==> src/rtl/uart_pkg.sv <==
// Shared definitions for the UART blocks: receiver state encoding,
// oversampling ratio and the baud divisor / voting helpers.
package uart_pkg;

  // Samples taken per bit period.
  localparam int OVERSAMPLE = 16;

  // Receiver states.
  typedef enum logic [2:0] {
    IDLE  = 3'd0,
    START = 3'd1,
    DATA  = 3'd2,
    STOP  = 3'd3,
    BREAK = 3'd4
  } rx_state_t;

  // Clocks per oversample tick, rounded to nearest.
  function automatic int baud_div(input int clk_hz, input int baud);
    return (clk_hz + baud * (OVERSAMPLE / 2)) / (baud * OVERSAMPLE);
  endfunction

  // Two-out-of-three vote used to reject noise around the bit centre.
  function automatic logic majority3(input logic a, input logic b, input logic c);
    return (a & b) | (a & c) | (b & c);
  endfunction

endpackage

==> src/rtl/uart_baud_tick.sv <==
// Oversample tick generator: one-cycle tick every DIV clocks, where DIV is
// CLK_HZ / (BAUD * OVERSAMPLE) rounded to nearest.
module uart_baud_tick
  import uart_pkg::*;
#(
  parameter int CLK_HZ = 25175000,
  parameter int BAUD   = 115200
) (
  input  logic clk25,
  input  logic rst,
  output logic tick
);

  localparam int DIV = baud_div(CLK_HZ, BAUD);
  localparam int CW  = (DIV > 1) ? $clog2(DIV) : 1;
  localparam logic [CW-1:0] LAST = CW'(DIV - 1);

  // A zero divisor means the clock is too slow for the requested baud rate.
  if (DIV < 1) begin : g_div_check
    $error("uart_baud_tick: divisor is zero, CLK_HZ too low for BAUD");
  end

  logic [CW-1:0] cnt;

  // Free-running divider counting 0 .. DIV-1, then wrapping.
  always_ff @(posedge clk25 or posedge rst) begin
    if (rst) begin
      cnt <= '0;
    end else if (cnt == LAST) begin
      cnt <= '0;
    end else begin
      cnt <= cnt + CW'(1);
    end
  end

  assign tick = (cnt == LAST);

endmodule

==> src/rtl/uart_rx.sv <==
// 8N1 UART receiver: synchronises rx, recovers frames with 16x oversampling
// and 3-sample majority voting, and hands bytes out on a valid/ready register.
// Framing errors and overruns are reported as one-cycle pulses.
module uart_rx
  import uart_pkg::*;
#(
  parameter int CLK_HZ = 25175000,
  parameter int BAUD   = 115200
) (
  input  logic       clk25,
  input  logic       rst,
  input  logic       rx,
  output logic [7:0] data,
  output logic       valid,
  input  logic       ready,
  output logic       frame_err,
  output logic       overrun
);

  logic       rx_meta;
  logic       rxs;
  logic       tick;

  rx_state_t  state,  state_nxt;
  logic [3:0] scnt,   scnt_nxt;
  logic [2:0] bitn,   bitn_nxt;
  logic [7:0] shreg,  shreg_nxt;
  logic       s7,     s7_nxt;
  logic       s8,     s8_nxt;
  logic       maj;
  logic       deliver;
  logic       fe_set;

  // Two-flop synchroniser; both stages reset to the idle (high) line level.
  always_ff @(posedge clk25 or posedge rst) begin
    if (rst) begin
      rx_meta <= 1'b1;
      rxs     <= 1'b1;
    end else begin
      // NOTE: non-blocking assignments so each flop takes the pre-edge value of
      // its source; blocking here would collapse the chain into a single stage.
      rx_meta <= rx;
      rxs     <= rx_meta;
    end
  end

  uart_baud_tick #(
    .CLK_HZ (CLK_HZ),
    .BAUD   (BAUD)
  ) u_tick (
    .clk25 (clk25),
    .rst   (rst),
    .tick  (tick)
  );

  // Frame state and datapath registers.
  always_ff @(posedge clk25 or posedge rst) begin
    if (rst) begin
      state <= IDLE;
      scnt  <= '0;
      bitn  <= '0;
      // NOTE: shreg is an ordinary register, not a memory, so it is reset with
      // everything else; a frame cut by reset leaves no stale bits behind.
      shreg <= '0;
      s7    <= 1'b0;
      s8    <= 1'b0;
    end else begin
      state <= state_nxt;
      scnt  <= scnt_nxt;
      bitn  <= bitn_nxt;
      shreg <= shreg_nxt;
      s7    <= s7_nxt;
      s8    <= s8_nxt;
    end
  end

  // Next-state and sampling decisions, evaluated only on oversample ticks.
  always_comb begin
    // NOTE: every output of this block is defaulted first, so no path through
    // the case statement can leave a signal unassigned and infer a latch.
    state_nxt = state;
    scnt_nxt  = scnt;
    bitn_nxt  = bitn;
    shreg_nxt = shreg;
    s7_nxt    = s7;
    s8_nxt    = s8;
    deliver   = 1'b0;
    fe_set    = 1'b0;
    maj       = majority3(s7, s8, rxs);

    if (tick) begin
      // Capture the two early votes; the third is rxs itself at scnt 9.
      if (state == START || state == DATA || state == STOP) begin
        scnt_nxt = scnt + 4'd1;
        if (scnt == 4'd7) s7_nxt = rxs;
        if (scnt == 4'd8) s8_nxt = rxs;
      end

      case (state)
        IDLE: begin
          if (!rxs) begin
            scnt_nxt  = '0;
            state_nxt = START;
          end
        end

        START: begin
          if (scnt == 4'd9 && maj) begin
            state_nxt = IDLE;           // glitch, not a real start bit
          end else if (scnt == 4'd15) begin
            state_nxt = DATA;
            bitn_nxt  = '0;
          end
        end

        DATA: begin
          if (scnt == 4'd9) begin
            shreg_nxt = {maj, shreg[7:1]};  // LSB arrives first
          end
          if (scnt == 4'd15) begin
            if (bitn == 3'd7) begin
              state_nxt = STOP;
            end else begin
              bitn_nxt = bitn + 3'd1;
            end
          end
        end

        STOP: begin
          if (scnt == 4'd9) begin
            if (maj) begin
              deliver   = 1'b1;        // don't wait out the stop bit
              state_nxt = IDLE;
            end else begin
              fe_set    = 1'b1;
              state_nxt = BREAK;
            end
          end
        end

        BREAK: begin
          if (rxs) state_nxt = IDLE;
        end

        default: state_nxt = IDLE;
      endcase
    end
  end

  // One-entry output buffer with overrun detection and registered status pulses.
  always_ff @(posedge clk25 or posedge rst) begin
    if (rst) begin
      data      <= '0;
      valid     <= 1'b0;
      frame_err <= 1'b0;
      overrun   <= 1'b0;
    end else begin
      frame_err <= fe_set;
      overrun   <= 1'b0;
      if (deliver) begin
        if (!valid || ready) begin
          data  <= shreg;
          valid <= 1'b1;
        end else begin
          overrun <= 1'b1;          // buffer still full: new byte is dropped
        end
      end else if (valid && ready) begin
        valid <= 1'b0;
      end
    end
  end

endmodule

==> config.mk <==
export PLATFORM = sky130hd
export DESIGN_NAME = uart_rx
export DESIGN_NICKNAME = d
export VERILOG_FILES = /design/src/rtl/uart_pkg.sv /design/src/rtl/uart_baud_tick.sv /design/src/rtl/uart_rx.sv
export SDC_FILE = /design/constraint.sdc
export NUM_CORES = 1
export LEC_CHECK = 0
export ABC_AREA = 1
export CAP_MARGIN = 20
export CORE_MARGIN = 8
export CORE_UTILIZATION = 66
export DETAILED_ROUTE_END_ITERATION = 6
export DONT_BUFFER_PORTS = 1
export PLACE_DENSITY = 0.85
export SYNTH_ARGS = -nofsm -noshare
export SYNTH_HDL_FRONTEND = slang
export SYNTH_SLANG_ARGS = --single-unit
export TNS_END_PERCENT = 30
==> constraint.sdc <==
create_clock -name clk25 -period 3.8 [get_ports clk25]
set_clock_uncertainty 0.1 [all_clocks]
set_input_delay 0.38 -clock clk25 [delete_from_list [all_inputs] [get_ports clk25]]
set_output_delay 0.38 -clock clk25 [all_outputs]
set_load 0.005 [all_outputs]
Word-level counts from Yosys, hierarchy flattened
Cells that the tools add are included.

Add/subtract/negate cells: 3. Mux-type cells: 31. Reductions and logical operators: 16. Bitwise gates (word level): 5. Equal/unequal tests: 20.

Operators with widths (count): $mux W3 (12); $eq A4 B4 Y1 const B (4); $mux W4 (4); $pmux W3 S5 (1); $mux W1 (13); $ne A2 B1 Y1 const B (5); $reduce_and A3 Y1 (3); $add A4 B1 Y4 const B (2); $ne A2 B2 Y1 const B (4); $reduce_and A7 Y1 (1); $eq A3 B2 Y1 const B (2); $eq A3 B3 Y1 const B (2); $pmux W3 S2 (1); $reduce_and A6 Y1 (1); $eq A4 B3 Y1 const B (1); $reduce_and A2 Y1 (2); $reduce_bool A2 Y1 (2); $add A3 B1 Y3 const B (1); $and A1 B1 Y1 (3); $eq A3 B1 Y1 const B (1); $logic_not A3 Y1 (1); $logic_or A1 B1 Y1 (3); $ne A3 B1 Y1 const B (1); $logic_and A1 B1 Y1 (2); 2 further kinds (3).

Output and inout port bits: 11. Input bits: 4. Register bits after elaboration: 37.

Depth between registers and ports, before layout
Gate-level depths: netlist of run 1.

Word-level depth: 9. Gate-level depth with buffers: 9. Mapped depth without buffers: 9.

Cells and area by module
Synthesis of run 1 repeated with hierarchy kept, for this count alone.

Cells, all modules: 203. Area, all modules: 1765.4 µm².

By module, submodules not included: uart_rx (times used 1, area an instance 1594.0 µm², cells an instance 182, sequential area each 828.3 µm²); uart_baud_tick (times used 1, area an instance 171.4 µm², cells an instance 21, sequential area each 100.1 µm²).

Worst setup path after synthesis of run 1
Ideal clock, no wire load.

Path kind: reg2reg. Start point: reg scnt[1]. End point: reg data[0]. Path slack: 2315 ps. Stages on the path, launching flop included: 10. Arrival time: 1268 ps. Buffers on the path: 0. Data required time: 3583 ps. Period minus slack after synthesis: 1485 ps. Cell sequence: dfrtp_1 > inv_1 > ha_1 > inv_1 > nor2_1 > nand3_2 > nor2_4 > nand2_4 > nand2_1 > nand2_1.

Cells in the longest elaborated chain, start to end: 5.

RTL lines: start, declared (line uart_rx.sv:25) `logic [3:0] scnt, scnt_nxt;`; start signal, assigned (line uart_rx.sv:69) `scnt <= scnt_nxt;`; $eq A4 B4 Y1 (line uart_rx.sv:130) `if (scnt == 4'd9) begin`; $mux W1 (line uart_rx.sv:130); $mux W1 (line uart_rx.sv:99) `case (state)`; $mux W1 (line uart_rx.sv:91) `if (tick) begin`; $reduce_and A2 Y1 (no source line); end signal, assigned (line uart_rx.sv:162) `data <= shreg;`; end, declared (line uart_rx.sv:13) `output logic [7:0] data,`.

Every way passes these cells. A chain may end at the register's enable or synchronous reset.

Worst setup path after layout of run 1
Start point: reg state[0]. End point: reg bitn[0].

Cells in the longest elaborated chain, start to end: 3.

RTL lines: start, declared (line uart_rx.sv:24) `rx_state_t state, state_nxt;`; start signal, assigned (line uart_rx.sv:68) `state <= state_nxt;`; $eq A3 B2 Y1 / $eq A3 B1 Y1 (equally long branches) (line uart_rx.sv:99); $ne A2 B2 Y1 (no source line), or another cell as far along; $reduce_and A6 Y1 (no source line); end signal, assigned (line uart_rx.sv:70) `bitn <= bitn_nxt;`; end, declared (line uart_rx.sv:26) `logic [2:0] bitn, bitn_nxt;`.

Parallel ways exist; a longest one is shown, timed or not.

==> results of run 1 <==
per-stage QoR:
step                hold WS (ns)  setup slack (ns)
floorplan                  0.245              2.32
finish                     0.265              2.01
global route               0.268              1.84
global placement           0.248              2.16
detailed placement         0.249              2.05
CTS                        0.265              2.03
repair_timing:
item,CTS,global route
hold buffers,2,0
setup buffers,0,0
endpoints found under the hold margin,36,0
Yosys cell counts (all sizes together):
cell type / n / area (um2)
nand2: 79 / 309
dfrtp: 35 / 876
nand3: 29 / 155
inv: 26 / 97.6
nor2: 22 / 110
o21ai: 6 / 30.0
ha: 5 / 62.6
nand4: 4 / 40.0
a21oi: 3 / 18.8
nor3: 3 / 15.0
dfstp: 2 / 52.6
and2: 1 / 6.26
buf: 1 / 7.51
clkbuf: 1 / 3.75
nor4: 1 / 6.26
flip-flops by register name (all words and copies together), names as in the netlist:
signal / cells
bitn: 3
data: 8
frame_err: 1
overrun: 1
rx_meta: 1
rxs: 1
s7: 1
s8: 1
scnt: 4
shreg: 8
state: 3
u_tick.cnt: 4
valid: 1
critical path, stage by stage, from the launching register on:
cell and delay [ns]:
dfrtp_1 0.45, nor2_1 0.23, nand2_2 0.12, inv_1 0.31, nand2_1 0.17, nand3_2 0.14, nand2_1 0.08, nand2_1 0.06
inv_1 0.04
layout make-up:
type / count / share of cell area
Tap cell: 31 / 0.0204
Clock inverter: 3 / 0.00922
Clock buffer: 5 / 0.0197
Multi-Input combinational cell: 153 / 0.396
Inverter: 26 / 0.0513
Timing Repair Buffer: 3 / 0.0145
Sequential cell: 37 / 0.488
power groups by stage:
stage	clock [mW]	combinational [mW]	sequential, mW
global route	0.230	0.0485	0.410
detailed placement	0	0.0403	0.416
finish	0.207	0.0414	0.409
global placement	0	0.0370	0.415
floorplan	0	0.0314	0.414
CTS	0.211	0.0420	0.408
cell families after synthesis:
| logic type | count (synthesis) | synth area share |
|---|---|---|
| adders and majority gates | 5 | 0.0349 |
| buffers and inverters | 28 | 0.0608 |
| and+or+nand+nor | 139 | 0.358 |
| DFF | 37 | 0.519 |
| AOI/OAI and AO/OA | 9 | 0.0272 |
how the worst max path moves through the flow:
stage | to | slack [ns] | cells after the start | start
after global routing | bitn[0]$_DFFE_PP0P_ | 1.84 | 8 | state[0]$_DFFE_PP0P_
after global placement | data[3]$_DFFE_PP0P_ | 2.16 | 9 | scnt[1]$_DFFE_PP0N_
after CTS | bitn[0]$_DFFE_PP0P_ | 2.03 | 8 | state[0]$_DFFE_PP0P_
after floorplan | data[0]$_DFFE_PP0P_ | 2.32 | 9 | scnt[1]$_DFFE_PP0N_
after detailed placement | bitn[0]$_DFFE_PP0P_ | 2.05 | 8 | state[0]$_DFFE_PP0P_
final | bitn[0]$_DFFE_PP0P_ | 2.01 | 8 | state[0]$_DFFE_PP0P_
per-layer routing:
metal / vias up / share of wire / global-route usage
li1: 700 / - / -
met1: 667 / 0.44 / 0.215
met2: 43 / 0.50 / 0.273
met3: 7 / 0.046 / 0.0393
met4: 0 / 0.017 / 0.0997
met5: - / 0 / 0
==> results.cfg, run 1 <==
[die]
io_pins = 15
die_area_um2 = 4640
core_area_um2 = 2660
start_util = 0.672
rows = 19
die_h_um = 68.1
fp.dieW_um = 68.1

[pwr]
pwr_density_cell_nw_per_um2 = 346
p_int_mw = 0.484
pwr-share-comb = 0.063
power_leakage_nw = 0.986
ir_drop_v = 0.000312
p_seq_frac = 0.622
switching_share = 0.263
p_clk_frac = 0.315
power_switching_mw = 0.173
power_mw = 0.657

[setup_path]
cp.arrival_ns = 1.96
r2r_start = state[0]$_DFFE_PP0P_
end_kind = register
critPathMaxFanout = 12
timing.rr.end = bitn[0]$_DFFE_PP0P_
reg2reg_depth = 8
cp-start-kind = register
required_ns = 3.96
crit_type = register to register
r2r_setup_slack_ns = 2.01

[synthesis]
netlist_area_um2 = 1790
synth-seq-cells = 37
yosysSeqAreaShare = 0.519
syn_nets = 227
ys.warnings.count = 0
ys_types = 23
synthCells = 218
syn_avg_cell_area_um2 = 8.21

[cts]
path_clk_slew_ns = 0.11
clock-sinks = 37
cts_tree = done
cts.path.max_buffers = 2
cts-buffers-inserted = 5
clk_latency_ns = 0.36
cts_resized = 0
cts-root-buf = clkbuf_4
htreeDepth = 2

[grt]
antenna_found_initial = 0
grt_pass1_wl_mm = 6.07
gr-usage-all-layers = 0.173
grt_max_degree = 38
grt_overflow = 0
grt_pass1_vias = 1374

[placed_design]
post-dp-hpwl_mm = 2.60
placed_cells = 248
gp_congestion = 0.971
port_buffers = 0
dpl-instance-area_um2 = 1830

[final_layout]
fillers = 218
fin_util = 0.714
fin_nets = 235
drive_above_1_share = 0.101
fin_area_um2 = 1900
antenna_cells = 0
fin_cells = 258
final_cell_mix = nand2_1 (76), dfrtp_1 (35), nand3_1 (27)
multi_input_comb_area_um2 = 753
area_growth_pct = 6.15
seqCellArea_um2 = 928
final_common_cell = nand2_1

[job]
maxCapViolations = 0

[sta]
setup_viol = 0
timing.setup.tns_ns = 0
hold_viol = 0
drv_slew = 0
tightest_slew_ns = 0.447
period_share = 0.472
rsz0062_at_grt = false
fin_crit_ns = 1.79
relSlewSlack = 0.699
fmax_ghz = 0.558

[worst_hold_path]
hp-class = register to register
hold_end = rxs$_DFF_PP1_
hold_depth = 0
worstHoldStart = rx_meta$_DFF_PP1_

[drt]
drt-initial-drc-count = 84
post_drt_wl_per_cell_um = 13.6
finalWirelength_mm = 3.52
via_count = 1417
vias_per_cell = 5.49
ant_nets = 0
drtPass1Iterations = 4
drc = 0

[run_status]
status = finished clean
(Power assumes the default switching activity.)
==> inputs of run 2 (changes only) <==
- CORE_UTILIZATION: 66 -> 56
- PLACE_DENSITY: 0.85 -> 0.77
- clock period: 3.8 -> 1.5 ns (I/O delays scaled with it)
==> results.cfg, run 2 (synthesis results as in run 1) <==
[setup_path]
cp-startpoint = scnt[1]$_DFFE_PP0N_
end_kind = register
required_ns = 1.63
critPathMaxFanout = 3
crit_type = register to register
slowest_delay_ns = 0.43
r2r_start = scnt[1]$_DFFE_PP0N_
cp.arrival_ns = 1.64
cp_top_family = simple AND/OR/NAND/NOR gates
crit_slowest_cell = dfrtp_1
cp-start-kind = register
crit_chain = inv_2 -> ha_4 -> nand3_1 -> buf_4 -> nor4_1
path_buf_inv = 2

[placed_design]
gp_congestion = 0.849
post-dp-hpwl_mm = 2.61
post-place-ws_ns = -0.145
port_buffers = 0

[cts]
clk_latency_ns = 0.34
cts.path.max_buffers = 2
htreeDepth = 2
path_clk_slew_ns = 0.11
cts_tree = done
clock-sinks = 37
cts-buffers-inserted = 5
cts-root-buf = clkbuf_4

[drt]
finalWirelength_mm = 3.88
via_count = 1515
post_drt_wl_per_cell_um = 13.1
vias_per_cell = 5.12
m1WireLength_mm = 1.64
dr_wl_met3_um = 209
met2_length_mm = 1.99
drtPass1Iterations = 4
drc = 0
drt-initial-drc-count = 101
ant_nets = 0
top_layer = met4

[final_layout]
fin_util = 0.752
area_growth_pct = 28.2
final_cell_mix = nand2_1 (65), dfrtp_1 (33), buf_4 (24)
drive_above_1_share = 0.313
antenna_cells = 0
reg_top3 = data (8), shreg (8)
final_common_cell = nand2_1
fin_nets = 260

[worst_hold_path]
hp-class = input port to register
worstHoldStart = ready

[grt]
grt_overflow = 0
grt_pass1_vias = 1462
grt_max_degree = 26
antenna_found_initial = 0
grt_pass1_wl_mm = 6.48
gr-usage-all-layers = 0.158

[sta]
tightest_slew_ns = 0.387
rsz0062_at_grt = true
fin_crit_ns = 1.51
period_share = 1.01
hold_viol = 0
drv_slew = 0
relSlewSlack = 0.741
setup_viol = 6
finalWorstSetupSlack_ns = -0.0135
fmax_ghz = 0.661

[pwr]
ir_drop_v = 0.000735
pwr_density_cell_nw_per_um2 = 902
power_leakage_nw = 1.16

[die]
start_util = 0.586
die_area_um2 = 5260
die_h_um = 72.5
fp.dieW_um = 72.5
rows = 20
io_pins = 15
core_area_um2 = 3050

[run_status]
status = complete, but fails checks
violations = negative setup slack

[job]
maxCapViolations = 0
==> run 2: cell count changes in the layout (fill, tap and decap cells not counted), moves of 3 or more <==
cell,change
buf_4,+23
ha_1,-4
inv_1,-5
inv_2,+5
nand2_1,-11
nand2_2,+10
nand3_1,-5
nand3_2,+4
nor2_4,+3
==> run 2: repair_timing <==
| action | 4_1_cts | 5_1_grt |
|---|---|---|
| resized for setup | 17 | 23 |
| setup buffers | 5 | 3 |
| hold endpoints to repair | 38 | 0 |
| hold buffers | 2 | 0 |
| pin swaps | 8 | 9 |
| setup endpoints to repair | 23 | 30 |
==> run 2: worst paths after layout <==
kind	to	slack, ns	cells after the start
max	frame_err$_DFF_PP0_	-0.01	5
min	overrun$_DFF_PP0_	0.13	3
max reg2reg	frame_err$_DFF_PP0_	-0.01	5
min reg2reg	rxs$_DFF_PP1_	0.27	0
max in group asynchronous	rxs$_DFF_PP1_	0.75	3
min in group asynchronous	data[7]$_DFFE_PP0P_	0.17	3
==> run 2: layout make-up <==
class	count	area [um2]
multi-input cells	153	878
clock inverters	3	65.1
flip-flops and latches	37	931
clock buffers	5	37.5
repair buffers	28	231
fillers	222	757
well taps	44	55.1
inverters	26	97.6
==> run 2: metal layers <==
metal,vias up,GRT usage
li1,754,-
met1,726,0.183
met2,29,0.257
met3,6,0.0551
met4,0,0.0644
met5,-,0
==> run 2: where the power goes <==
part           switching [mW]  total, mW  leakage [nW]  internal [mW]
Sequential             0.0174       1.03         0.488           1.02
Clock                   0.343      0.859        0.0552          0.516
Combinational          0.0978      0.178         0.615         0.0805
==> run 2: worst register-to-register path, cell delays in order, from the launching register on <==
cell and delay, ns:
dfrtp_1 0.43, inv_2 0.10, ha_4 0.14, nand3_1 0.11, buf_4 0.17, nor4_1 0.36
==> run 2: stage by stage <==
stage	power (mW)	hold WS (ns)	std cells	area (um2)	TNS (ns)
floorplan	1.13	0.0545	218	1790	0
finish	2.07	0.127	296	2300	-0.0366
global route	2.17	0.168	296	2300	-1.62
CTS	2.06	0.104	293	2200	-0.0960
detailed placement	1.18	-0.0409	278	1970	-1.41
global placement	1.17	-0.0449	278	1970	-0.229
